## src/rtl/led_fader.sv

```systemverilog
// led_fader: per-LED PWM brightness that ramps toward the target pattern.
// Single clock domain; prescalers produce clock-enable ticks only.
module led_fader #(
  parameter int PWM_DIV  = 2,
  parameter int FADE_DIV = 48,
  parameter int STEP     = 4
) (
  input  logic       CLK50MHz,
  input  logic       RST_N,
  input  logic [7:0] PATTERN,
  output logic [7:0] LED,
  output logic       FADE_BUSY
);

  localparam int PW = (PWM_DIV > 1) ? $clog2(PWM_DIV) : 1;
  localparam int FW = (FADE_DIV > 1) ? $clog2(FADE_DIV) : 1;

  localparam logic [PW-1:0] PWM_LAST  = PW'(PWM_DIV - 1);
  localparam logic [FW-1:0] FADE_LAST = FW'(FADE_DIV - 1);
  localparam logic [7:0]    STEP8     = 8'(STEP);

  localparam logic [1:0] S_OFF     = 2'd0;
  localparam logic [1:0] S_RISING  = 2'd1;
  localparam logic [1:0] S_ON      = 2'd2;
  localparam logic [1:0] S_FALLING = 2'd3;

  logic [PW-1:0] pwm_pre_q, pwm_pre_d;
  logic [7:0]    pwm_cnt_q, pwm_cnt_d;
  logic [FW-1:0] fade_pre_q, fade_pre_d;
  logic [7:0]    pat_q;
  logic [7:0]    led_q, led_d;
  logic          busy_q, busy_d;
  logic [7:0]    act_d;

  logic pwm_tick;
  logic period_end;
  logic fade_last;
  logic fade_tick;

  always_comb begin
    pwm_tick   = (pwm_pre_q == PWM_LAST);
    pwm_pre_d  = pwm_tick ? '0 : pwm_pre_q + 1'b1;
    pwm_cnt_d  = pwm_tick ? pwm_cnt_q + 8'd1 : pwm_cnt_q;
    period_end = pwm_tick & (pwm_cnt_q == 8'hFF);
    fade_last  = (fade_pre_q == FADE_LAST);
    fade_tick  = period_end & fade_last;
    fade_pre_d = fade_pre_q;
    if (period_end) begin
      fade_pre_d = fade_last ? '0 : fade_pre_q + 1'b1;
    end
  end

  always_ff @(posedge CLK50MHz) begin
    if (!RST_N) begin
      pwm_pre_q  <= '0;
      pwm_cnt_q  <= '0;
      fade_pre_q <= '0;
      pat_q      <= '0;
    end else begin
      pwm_pre_q  <= pwm_pre_d;
      pwm_cnt_q  <= pwm_cnt_d;
      fade_pre_q <= fade_pre_d;
      pat_q      <= PATTERN;
    end
  end

  for (genvar i = 0; i < 8; i++) begin : g_led
    logic [7:0] br_q, br_d;
    logic [1:0] st_q, st_d;
    logic [8:0] up_sum;

    // Both directions saturate; 9-bit sum exposes the carry out
    always_comb begin
      up_sum = {1'b0, br_q} + {1'b0, STEP8};
      br_d   = br_q;
      if (fade_tick) begin
        if (pat_q[i]) begin
          br_d = up_sum[8] ? 8'hFF : up_sum[7:0];
        end else begin
          br_d = (br_q < STEP8) ? 8'h00 : br_q - STEP8;
        end
      end
    end

    always_comb begin
      st_d = st_q;
      unique case (st_q)
        S_OFF: begin
          if (pat_q[i]) st_d = S_RISING;
        end
        S_RISING: begin
          if (!pat_q[i])          st_d = S_FALLING;
          else if (br_q == 8'hFF) st_d = S_ON;
        end
        S_ON: begin
          if (!pat_q[i]) st_d = S_FALLING;
        end
        S_FALLING: begin
          if (pat_q[i])           st_d = S_RISING;
          else if (br_q == 8'h00) st_d = S_OFF;
        end
        default: st_d = S_OFF;
      endcase
    end

    always_ff @(posedge CLK50MHz) begin
      if (!RST_N) begin
        br_q <= '0;
        st_q <= S_OFF;
      end else begin
        br_q <= br_d;
        st_q <= st_d;
      end
    end

    // Full scale forces a solid 1 instead of a 255/256 duty
    assign led_d[i] = (br_q == 8'hFF) | (br_q > pwm_cnt_q);
    assign act_d[i] = (st_d == S_RISING) | (st_d == S_FALLING);
  end

  assign busy_d = |act_d;

  always_ff @(posedge CLK50MHz) begin
    if (!RST_N) begin
      led_q  <= '0;
      busy_q <= 1'b0;
    end else begin
      led_q  <= led_d;
      busy_q <= busy_d;
    end
  end

  assign LED       = led_q;
  assign FADE_BUSY = busy_q;

endmodule

```

## config.mk

```make
export PLATFORM = sky130hd
export DESIGN_NAME = led_fader
export DESIGN_NICKNAME = d
export VERILOG_FILES = /design/src/rtl/led_fader.sv
export SDC_FILE = /design/constraint.sdc
export NUM_CORES = 1
export LEC_CHECK = 0
export CORE_AREA = 8 8 168 170
export DETAILED_ROUTE_END_ITERATION = 12
export DIE_AREA = 0 0 176 178
export DONT_BUFFER_PORTS = 1
export SLEW_MARGIN = 15
export SYNTH_ARGS = -nofsm -noshare
export SYNTH_HDL_FRONTEND = slang
export SYNTH_SLANG_ARGS = --single-unit
```

## constraint.sdc

```tcl
create_clock -name CLK50MHz -period 2.65 [get_ports CLK50MHz]
set_clock_uncertainty 0.1 [all_clocks]
set_input_delay 0.53 -clock CLK50MHz [delete_from_list [all_inputs] [get_ports CLK50MHz]]
set_output_delay 0.53 -clock CLK50MHz [all_outputs]
set_load 0.03 [all_outputs]
```

# Word-level counts from Yosys, hierarchy flattened
# Index checks and enable logic that the tools add are counted.
[totals]
reg_bits = 112
latchBits = 0
mem_bits_rw = 0
mem_bits_ro = 0
in_bits = 10
output_inout_bits = 9
word_cells = 225
mem_count = 0
[op_classes]
add_sub_neg = 19
multipliers = 0
div = 0
order_cmp = 16
n_eq_ne = 50
shift = 0
mux = 81
n_bitwise = 19
n_reduce_logical = 18
[op_table]
columns = ["cell", "count"]
rows = [
  ["$mux 8", 24],
  ["$mux 2", 48],
  ["$add 8x3->9 const B", 8],
  ["$eq 8x8->1 const B", 9],
  ["$gt 8x8->1", 8],
  ["$logic_not 8->1", 8],
  ["$lt 8x3->1 const B", 8],
  ["$pmux 2 s4", 8],
  ["$sub 8x3->8 const B", 8],
  ["$eq 2x2->1 const B", 24],
  ["$eq 2x1->1 const B", 16],
  ["$logic_not 2->1", 8],
  ["$or 1x1->1", 16],
  ["$add 8x1->8 const B", 1],
  ["$reduce_or 8->1", 1],
  ["$add 6x1->6 const B", 1],
  ["$eq 6x6->1 const B", 1],
  ["$mux 6", 1],
  ["$and 1x1->1", 2],
  ["$reduce_or 2->1", 1],
  ["$add 1x1->1 const B", 1],
  ["$not 1->1", 1],
]

# Longest topological paths before layout
# Gate-level depths: netlist (run 1).
[logic_depth]
ltp_word = 7
ltp_mapped = 9

# Worst setup path after synthesis (run 1)
# OpenSTA, ideal clock, no wires.
[synth_timing]
kind = "flip-flop to flip-flop"
start = "reg pwm_cnt_q[0]"
end = "reg g_led[0].br_q[6]"
setup_ps = 132
arrival_time_ps = 1979
required_ps = 2418
slack_ps = 439
stages_incl_launch_ff = 10
synth_period_minus_slack_ps = 2211
path_cell_list = "dfxtp_1 > ha_1 > nand2_1 > nor4_4 > and4_1 > buf_4 > buf_12 > o21ai_1 > a21oi_1 > a21oi_1"
[synth_via]
elab_chain_cells = 3
[synth_rtl]
columns = ["item", "line_no", "text"]
rows = [
  ["start, declared", "28", "logic [7:0] pwm_cnt_q, pwm_cnt_d;"],
  ["start signal, assigned", "61", "pwm_cnt_q <= pwm_cnt_d;"],
  ["$eq 8x8->1", "44", "period_end = pwm_tick & (pwm_cnt_q == 8'hFF);"],
  ["$and 1x1->1", "44", ""],
  ["$and 1x1->1", "46", "fade_tick = period_end & fade_last;"],
  ["end signal, assigned", "111", "br_q <= br_d;"],
  ["end, declared", "68", "logic [7:0] br_q, br_d;"],
]
# No other way between the ends.
# A chain may end at the register's enable or synchronous reset.

# Final worst setup path (run 1)
[layout_timing]
start = "reg g_led[0].br_q[4]"
end = "reg busy_q, in the netlist FADE_BUSY"
[layout_via]
elab_chain_cells = 7
word_cells_on_any_way = 11
[layout_rtl]
columns = ["item", "line_no", "text"]
rows = [
  ["$eq 8x8->1 / $logic_not 8->1 (equally long branches)", "93, 100", ""],
  ["$mux 2, on equally long branches", "93, 100", ""],
  ["$mux 2, on equally long branches", "92, 99", ""],
  ["$pmux 2 s4 *", "87", "unique case (st_q)"],
  ["$eq 2x1->1 / $eq 2x2->1 (equally long branches)", "118", "assign act_d[i] = (st_d == S_RISING) | (st_d == S_FALLING);"],
  ["$or 1x1->1 *", "118", ""],
  ["$reduce_or 8->1 *", "121", "assign busy_d = |act_d;"],
  ["end signal, assigned", "129", "busy_q <= busy_d;"],
  ["end, declared", "32", "logic busy_q, busy_d;"],
]
# Mark *: on every way between the ends. The rest lies on a longest branch, timed or not.

==> results of run 1 <==
## final cells by class
class,instances,area share
clock inverter,6,0.00552
inverter,46,0.0212
multi-input combinational,753,0.616
sequential,104,0.255
antenna,2,0.000614
clock buffer,10,0.0281
tap,335,0.0514
timing repair buffer,20,0.0215
## through the flow
stage | hold slack, ns | util | instances
final | 0.192 | 0.318 | 1276
after global routing | 0.181 | 0.318 | 1276
after CTS | 0.174 | 0.318 | 1274
after detailed placement | 0.366 | 0.307 | 1258
after global placement | 0.346 | 0.307 | 1258
after floorplan | 0.336 | - | 953
## registers in the layout, indices dropped and copies added (netlist names)
register / flops
LED: 8
pat_q: 8
pwm_pre_q: 1
fade_pre_q: 6
g_led.br_q: 56
g_led.st_q: 16
pwm_cnt_q: 8
FADE_BUSY: 1
## critical path, delay by kind of cell (launching register included)
kind / cells / cell delay, ns
AND/OR/NAND/NOR: 4 / 1.24
flip-flops: 1 / 0.41
AO/OA/AOI/OAI: 2 / 0.37
## power by group through the flow
stage / sequential, W / clock, W / combinational [W]
floorplan: 0.00171 / 0 / 0.000265
global placement: 0.00174 / 0 / 0.000308
detailed placement: 0.00174 / 0 / 0.000313
CTS: 0.00170 / 0.00135 / 0.000315
global route: 0.00171 / 0.00139 / 0.000356
finish: 0.00170 / 0.00129 / 0.000314
## cell usage in the layout, fill, tap and decap left out, drive strengths merged, types with 3 or more instances in the layout
| master | instances |
|---|---|
| nand2b | 20 |
| and3 | 20 |
| clkbuf | 10 |
| dfxtp | 104 |
| nor3b | 6 |
| nand3 | 20 |
| or3 | 9 |
| and4 | 4 |
| nor4 | 13 |
| nor2b | 18 |
| and2 | 22 |
| o21a | 12 |
| buf | 20 |
| ha | 85 |
| or4 | 3 |
| nand2 | 55 |
| o221a | 3 |
| a21boi | 3 |
| o22ai | 13 |
| o21ai | 86 |
| nor2 | 88 |
| o211ai | 7 |
| clkinv | 5 |
| a311oi | 12 |
| a31oi | 15 |
| o311ai | 5 |
| xor2 | 4 |
| a32o | 3 |
| nand4 | 39 |
| a21oi | 95 |
| xnor2 | 10 |
| a21o | 19 |
| o31ai | 3 |
| nor3 | 18 |
| mux2i | 5 |
| a211oi | 11 |
| o32ai | 6 |
| inv | 47 |
## per-layer routing
| metal | routed length [microns] | track usage | vias up |
|---|---|---|---|
| li1 | - | - | 3493 |
| met1 | 9600 | 0.167 | 3264 |
| met2 | 8390 | 0.193 | 120 |
| met3 | 765 | 0.0256 | 20 |
| met4 | 200 | 0.0325 | 0 |
| met5 | 0 | 0 | - |
## logic make-up (layout without fill, tap and decap cells)
family          count (synthesis)  count (layout)  synth area share
other cells                     0               2                 0
flops                         104             104             0.276
simple gates                  341             341             0.241
mux                             5               5           0.00665
buf+inv                        96              82            0.0573
fa+ha+maj                      85              85             0.141
compound gates                308             308             0.261
xor+xnor                       14              14            0.0163
## what timing repair did
item / in CTS / in global routing
gates resized for setup: 0 / 1
setup endpoints to repair: 0 / 1
endpoints found under the hold margin: 0 / 0
## worst max path at each step
| stage | from | to | slack (ns) | cells past startpoint |
|---|---|---|---|---|
| after floorplan | pwm_cnt_q[0] | g_led[0].br_q[6] | 0.44 | 9 |
| after global placement | g_led[2].br_q[2] | FADE_BUSY | 0.36 | 8 |
| after detailed placement | g_led[2].br_q[2] | FADE_BUSY | 0.30 | 8 |
| after CTS | g_led[2].br_q[2] | FADE_BUSY | 0.27 | 8 |
| after global routing | g_led[2].br_q[2] | FADE_BUSY | 0.17 | 8 |
| final | g_led[0].br_q[4] | FADE_BUSY | 0.38 | 6 |
==> flow_metrics.env, run 1 <==
export IMPL_outcome="finished clean"
export IMPL_final_seq_area_sq_mm=0.00208
export IMPL_multi_input_gate_area_sq_mm=0.00502
export IMPL_layout_drive_gt1_share=0.0650
export IMPL_floorplan_rows=59
export IMPL_clock_sinks=104
export IMPL_preCtsSetupSlack_ns=0.304
export IMPL_syn_mean_instance_area_sq_um=7.90
export IMPL_unrepaired_setup_endpoints_after_global_routing="false"
export IMPL_floorplan_die_height_microns=178
export IMPL_drv_max_cap_violation_count=0
export IMPL_intPower_w=0.00240
export IMPL_ff2ff_setup_slack_ns=0.38
export IMPL_worst_r2r_startpoint="g_led[0].br_q[4]"
export IMPL_drt_initial_drc_count=664
export IMPL_yosysMostFrequentCell="dfxtp_1"
export IMPL_final_nets=1029
export IMPL_drt_total_wl_mm=19.0
export IMPL_design_area_sq_mm=0.00815
export IMPL_routabilityCongestion=0.821
export IMPL_cpPeakStageDelay_ns=0.45
export IMPL_synth_top_cell_area_share=0.276
export IMPL_p_per_area_mw_per_mm2=405
export IMPL_combinational_group_share_of_total_power=0.095
export IMPL_antenna_found_initial=2
export IMPL_hold_viol_final=0
export IMPL_vdd_ir_drop_worst_mv=0.321
export IMPL_path_clk_slew_ns=0.08
export IMPL_ys_types=66
export IMPL_max_clock_path_buffers=2
export IMPL_ctsHtreeMaxLevel=3
export IMPL_crit_path_start_kind="flop"
export IMPL_switching_share=0.273
export IMPL_worst_hold_startpoint="PATTERN[6]"
export IMPL_post_route_min_period_ns=2.27
export IMPL_synthTopCellsByCount="104 x dfxtp_1, 92 x a21oi_1, 88 x nor2_1"
export IMPL_flop_and_latch_count_out_of_synthesis=104
export IMPL_global_route_usage_total=0.122
export IMPL_power_clock_fraction=0.389
export IMPL_critical_path_peak_fanout=11
export IMPL_dominantRegCellSynth="dfxtp_1"
export IMPL_critical_register_to_register_path_endpoint="FADE_BUSY"
export IMPL_tritoncts_num_buffers=9
export IMPL_yosys_warnings=0
export IMPL_timing_max_slew_rel_slack=0.500
export IMPL_netSwitchingPower_w=0.000902
export IMPL_root_buffer_cell="clkbuf_16"
export IMPL_drt_wirelength_per_cell_microns=14.9
export IMPL_grt_first_pass_wirelength_mm=32.0
export IMPL_number_of_global_route_vias_before_repair=6352
export IMPL_grt_ovfl_total=0
export IMPL_clock_tree_from_tritoncts="yes"
export IMPL_final_antenna_net_count=0
export IMPL_worstSetupPathType="flop to flop"
export IMPL_worst_hold_path_type="input port to flop"
export IMPL_post_synth_instance_area_sq_mm=0.00753
export IMPL_dieArea_sq_mm=0.0313
export IMPL_critPathRequiredTime_ns=2.75
export IMPL_drv_slew=0
export IMPL_dieWidth_microns=176
export IMPL_postCtsHoldBufs=0
export IMPL_avgViaCountPerCell=5.41
export IMPL_synth_top_cells_by_area="dfxtp_1 28%, ha_1 14%, a21oi_1 6.1%"
export IMPL_max_clock_freq_mhz=440
export IMPL_setup_ws_ns=0.377
export IMPL_crit_path_end_kind="flop"
export IMPL_async_reset_ff_frac=0
export IMPL_synth_nets=1048
export IMPL_critical_path_arrival_ns=2.38
export IMPL_drc=0
export IMPL_drt_pass_1_iters=5
export IMPL_synth_sequential_area_ratio=0.276
export IMPL_design_portCount=19
export IMPL_vias=6897
export IMPL_synth_edf_count=0
export IMPL_path_cells="or3_1, nor3b_1, nand4_1, a32o_1, nor2_1, a41oi_1"
export IMPL_io_buffers=0
export IMPL_whs_endpoint="pat_q[6]"
export IMPL_yosys_area_top_type="dfxtp_1"
export IMPL_synth_cells=953
export IMPL_sequential_share_of_power=0.516
export IMPL_area_growth_syn_to_layout_pct=8.26
export IMPL_num_fill_cells=2686
export IMPL_leakagePower_nw=3.10
export IMPL_clock_latency_ns=0.36
export IMPL_final_min_period_over_clock_period=0.858
export IMPL_dpl_hpwl_mm=12.8
export IMPL_worst_slew_pin_slew_ns=0.749
export IMPL_slowest_stage="or3_1"
export IMPL_post_layout_total_power_w=0.00330
export IMPL_timing_setup_tns_ns=0
export IMPL_worst_hold_depth=1
export IMPL_post_dp_cell_area_sq_mm=0.00787
export IMPL_floorplan_core_area_sq_mm=0.0256
export IMPL_postCtsSetupRepairBufs=0
export IMPL_reg2reg_depth=6
export IMPL_largest_net_degree_at_the_start_of_global_routing=42
export IMPL_initial_utilization=0.294
export IMPL_setup_violations=0
Note: power is estimated with default switching activity, not from simulation.
==> run 2: changes to the inputs <==
--- a/config.mk
+++ b/config.mk
@@ -5,9 +5,9 @@
 export SDC_FILE = /design/constraint.sdc
 export NUM_CORES = 1
 export LEC_CHECK = 0
-export CORE_AREA = 8 8 168 170
+export CORE_AREA = 8 8 199 144
 export DETAILED_ROUTE_END_ITERATION = 12
-export DIE_AREA = 0 0 176 178
+export DIE_AREA = 0 0 207 152
 export DONT_BUFFER_PORTS = 1
 export SLEW_MARGIN = 15
 export SYNTH_ARGS = -nofsm -noshare
==> flow_metrics.env, run 2 (synthesis results as in run 1) <==
export IMPL_grt_ovfl_total=0
export IMPL_drt_total_wl_mm=19.5
export IMPL_ff2ff_setup_slack_ns=0.38
export IMPL_antenna_found_initial=0
export IMPL_root_buffer_cell="clkbuf_16"
export IMPL_worstSetupPathType="flop to flop"
export IMPL_clock_latency_ns=0.35
export IMPL_diodes=0
export IMPL_postCtsHoldBufs=0
export IMPL_vdd_ir_drop_worst_mv=0.330
export IMPL_io_buffers=0
export IMPL_post_dp_cell_area_sq_mm=0.00791
export IMPL_timing_setup_tns_ns=0
export IMPL_post_layout_total_power_w=0.00342
export IMPL_number_of_global_route_vias_before_repair=6101
export IMPL_hold_viol_final=0
export IMPL_grt_first_pass_wirelength_mm=32.3
export IMPL_final_min_period_over_clock_period=0.856
export IMPL_post_route_min_period_ns=2.27
export IMPL_routabilityCongestion=0.825
export IMPL_drv_max_cap_violation_count=0
export IMPL_setup_violations=0
export IMPL_worst_hold_path_type="input port to flop"
export IMPL_initial_utilization=0.297
export IMPL_max_clock_freq_mhz=441
export IMPL_cts_repair_resized=0
export IMPL_critPathRequiredTime_ns=2.85
export IMPL_design_portCount=19
export IMPL_layout_cells_most_common_list="104 x dfxtp_1, 92 x a21oi_1, 88 x nor2_1"
export IMPL_drt_initial_drc_count=607
export IMPL_outcome="finished clean"
export IMPL_reg2reg_depth=7
export IMPL_ctsHtreeMaxLevel=3
export IMPL_critical_register_to_register_path_endpoint="g_led[5].br_q[2]"
export IMPL_leakagePower_nw=3.14
export IMPL_path_clk_slew_ns=0.08
export IMPL_max_clock_path_buffers=2
export IMPL_floorplan_rows=49
export IMPL_worst_hold_startpoint="PATTERN[7]"
export IMPL_critical_path_arrival_ns=2.47
export IMPL_reg_with_most_ffs="g_led.br_q"
export IMPL_clock_sinks=104
export IMPL_drv_slew=0
export IMPL_floorplan_core_area_sq_mm=0.0254
export IMPL_worst_r2r_startpoint="pwm_pre_q"
export IMPL_final_common_cell="dfxtp_1"
export IMPL_vias=6883
export IMPL_drc=0
export IMPL_layout_drive_gt1_share=0.0689
export IMPL_worst_slew_pin_slew_ns=0.631
export IMPL_dieArea_sq_mm=0.0315
export IMPL_crit_path_start_kind="flop"
export IMPL_critical_path_peak_fanout=17
export IMPL_avgViaCountPerCell=5.40
export IMPL_tritoncts_num_buffers=9
export IMPL_unrepaired_setup_endpoints_after_global_routing="false"
export IMPL_global_route_usage_total=0.120
export IMPL_final_nets=1034
export IMPL_largest_net_degree_at_the_start_of_global_routing=41
export IMPL_fin_util=0.323
export IMPL_dpl_hpwl_mm=13.6
export IMPL_p_per_area_mw_per_mm2=416
export IMPL_dieWidth_microns=207
export IMPL_clock_tree_from_tritoncts="yes"
export IMPL_drt_wirelength_per_cell_microns=15.3
export IMPL_crit_path_end_kind="flop"
export IMPL_whs_endpoint="pat_q[7]"
export IMPL_drt_pass_1_iters=5
export IMPL_largest_register_ff_count=56
export IMPL_reg_largest_list="g_led.br_q x56, g_led.st_q x16"
export IMPL_worst_hold_depth=1
export IMPL_floorplan_die_height_microns=152
export IMPL_final_antenna_net_count=0
export IMPL_timing_max_slew_rel_slack=0.578
export IMPL_num_fill_cells=2708
export IMPL_postCtsSetupRepairBufs=0
export IMPL_design_area_sq_mm=0.00821
export IMPL_area_growth_syn_to_layout_pct=9.00
[run 2: changes by cell type in the layout (fill, tap and decap cells not counted)]
cell       before  now
diode_2         2    0
clkbuf_1        1    0
clkbuf_8        0    1
inv_6           1    0
clkinv_4        3    2
buf_12          2    3
buf_4          18   22
nor4b_2         1    0
nor4b_1         1    2
bufinv_16       0    1
[run 2: report_power, final]
part	total, W	internal [W]	switching [W]
Clock	0.00139	0.000755	0.000637
Sequential	0.00170	0.00161	0.0000916
Combinational	0.000323	0.000146	0.000176
[run 2: layout make-up]
class	instances	area [sq um]	share of cell area
multi-input combinational	753	5020	0.611
sequential	104	2080	0.254
tap	331	414	0.0504
clock buffer	10	239	0.0291
timing repair buffer	25	225	0.0274
inverter	46	173	0.0210
clock inverter	5	57.6	0.00701
[run 2: per-stage QoR]
stage          std cells  setup WS [ns]  hold slack (ns)
2_1_floorplan        953          0.439            0.336
3_3_place_gp        1259          0.414            0.346
3_5_place_dp        1259          0.373            0.365
4_1_cts             1274          0.352            0.183
5_1_grt             1274          0.138            0.186
6_report            1274          0.381            0.197
[run 2: how the worst max path moves through the flow]
stage | startpoint | end | slack (ns) | depth (start not counted)
floorplan | pwm_cnt_q[0] | g_led[0].br_q[6] | 0.44 | 9
global placement | g_led[6].br_q[2] | FADE_BUSY | 0.41 | 6
detailed placement | pwm_pre_q | g_led[5].br_q[2] | 0.37 | 7
CTS | pwm_pre_q | g_led[5].br_q[2] | 0.35 | 7
global route | pwm_cnt_q[1] | g_led[7].br_q[6] | 0.14 | 8
finish | pwm_pre_q | g_led[5].br_q[2] | 0.38 | 7
[run 2: routing by layer]
metal | routed length [microns] | GRT usage | share of wire
met2 | 7990 | 0.173 | 0.41
met5 | 0 | 0 | 0
met1 | 10400 | 0.181 | 0.53
met3 | 973 | 0.0279 | 0.050
met4 | 103 | 0.0183 | 0.0053
[run 2: worst max-delay path: stages (launching register included)]
cell     delay [ns]
dfxtp_1        0.51
nand4_4        0.16
nor4_4         0.39
nand4_4        0.28
buf_12         0.24
or3_1          0.34
o21a_1         0.11
nor2_1         0.07
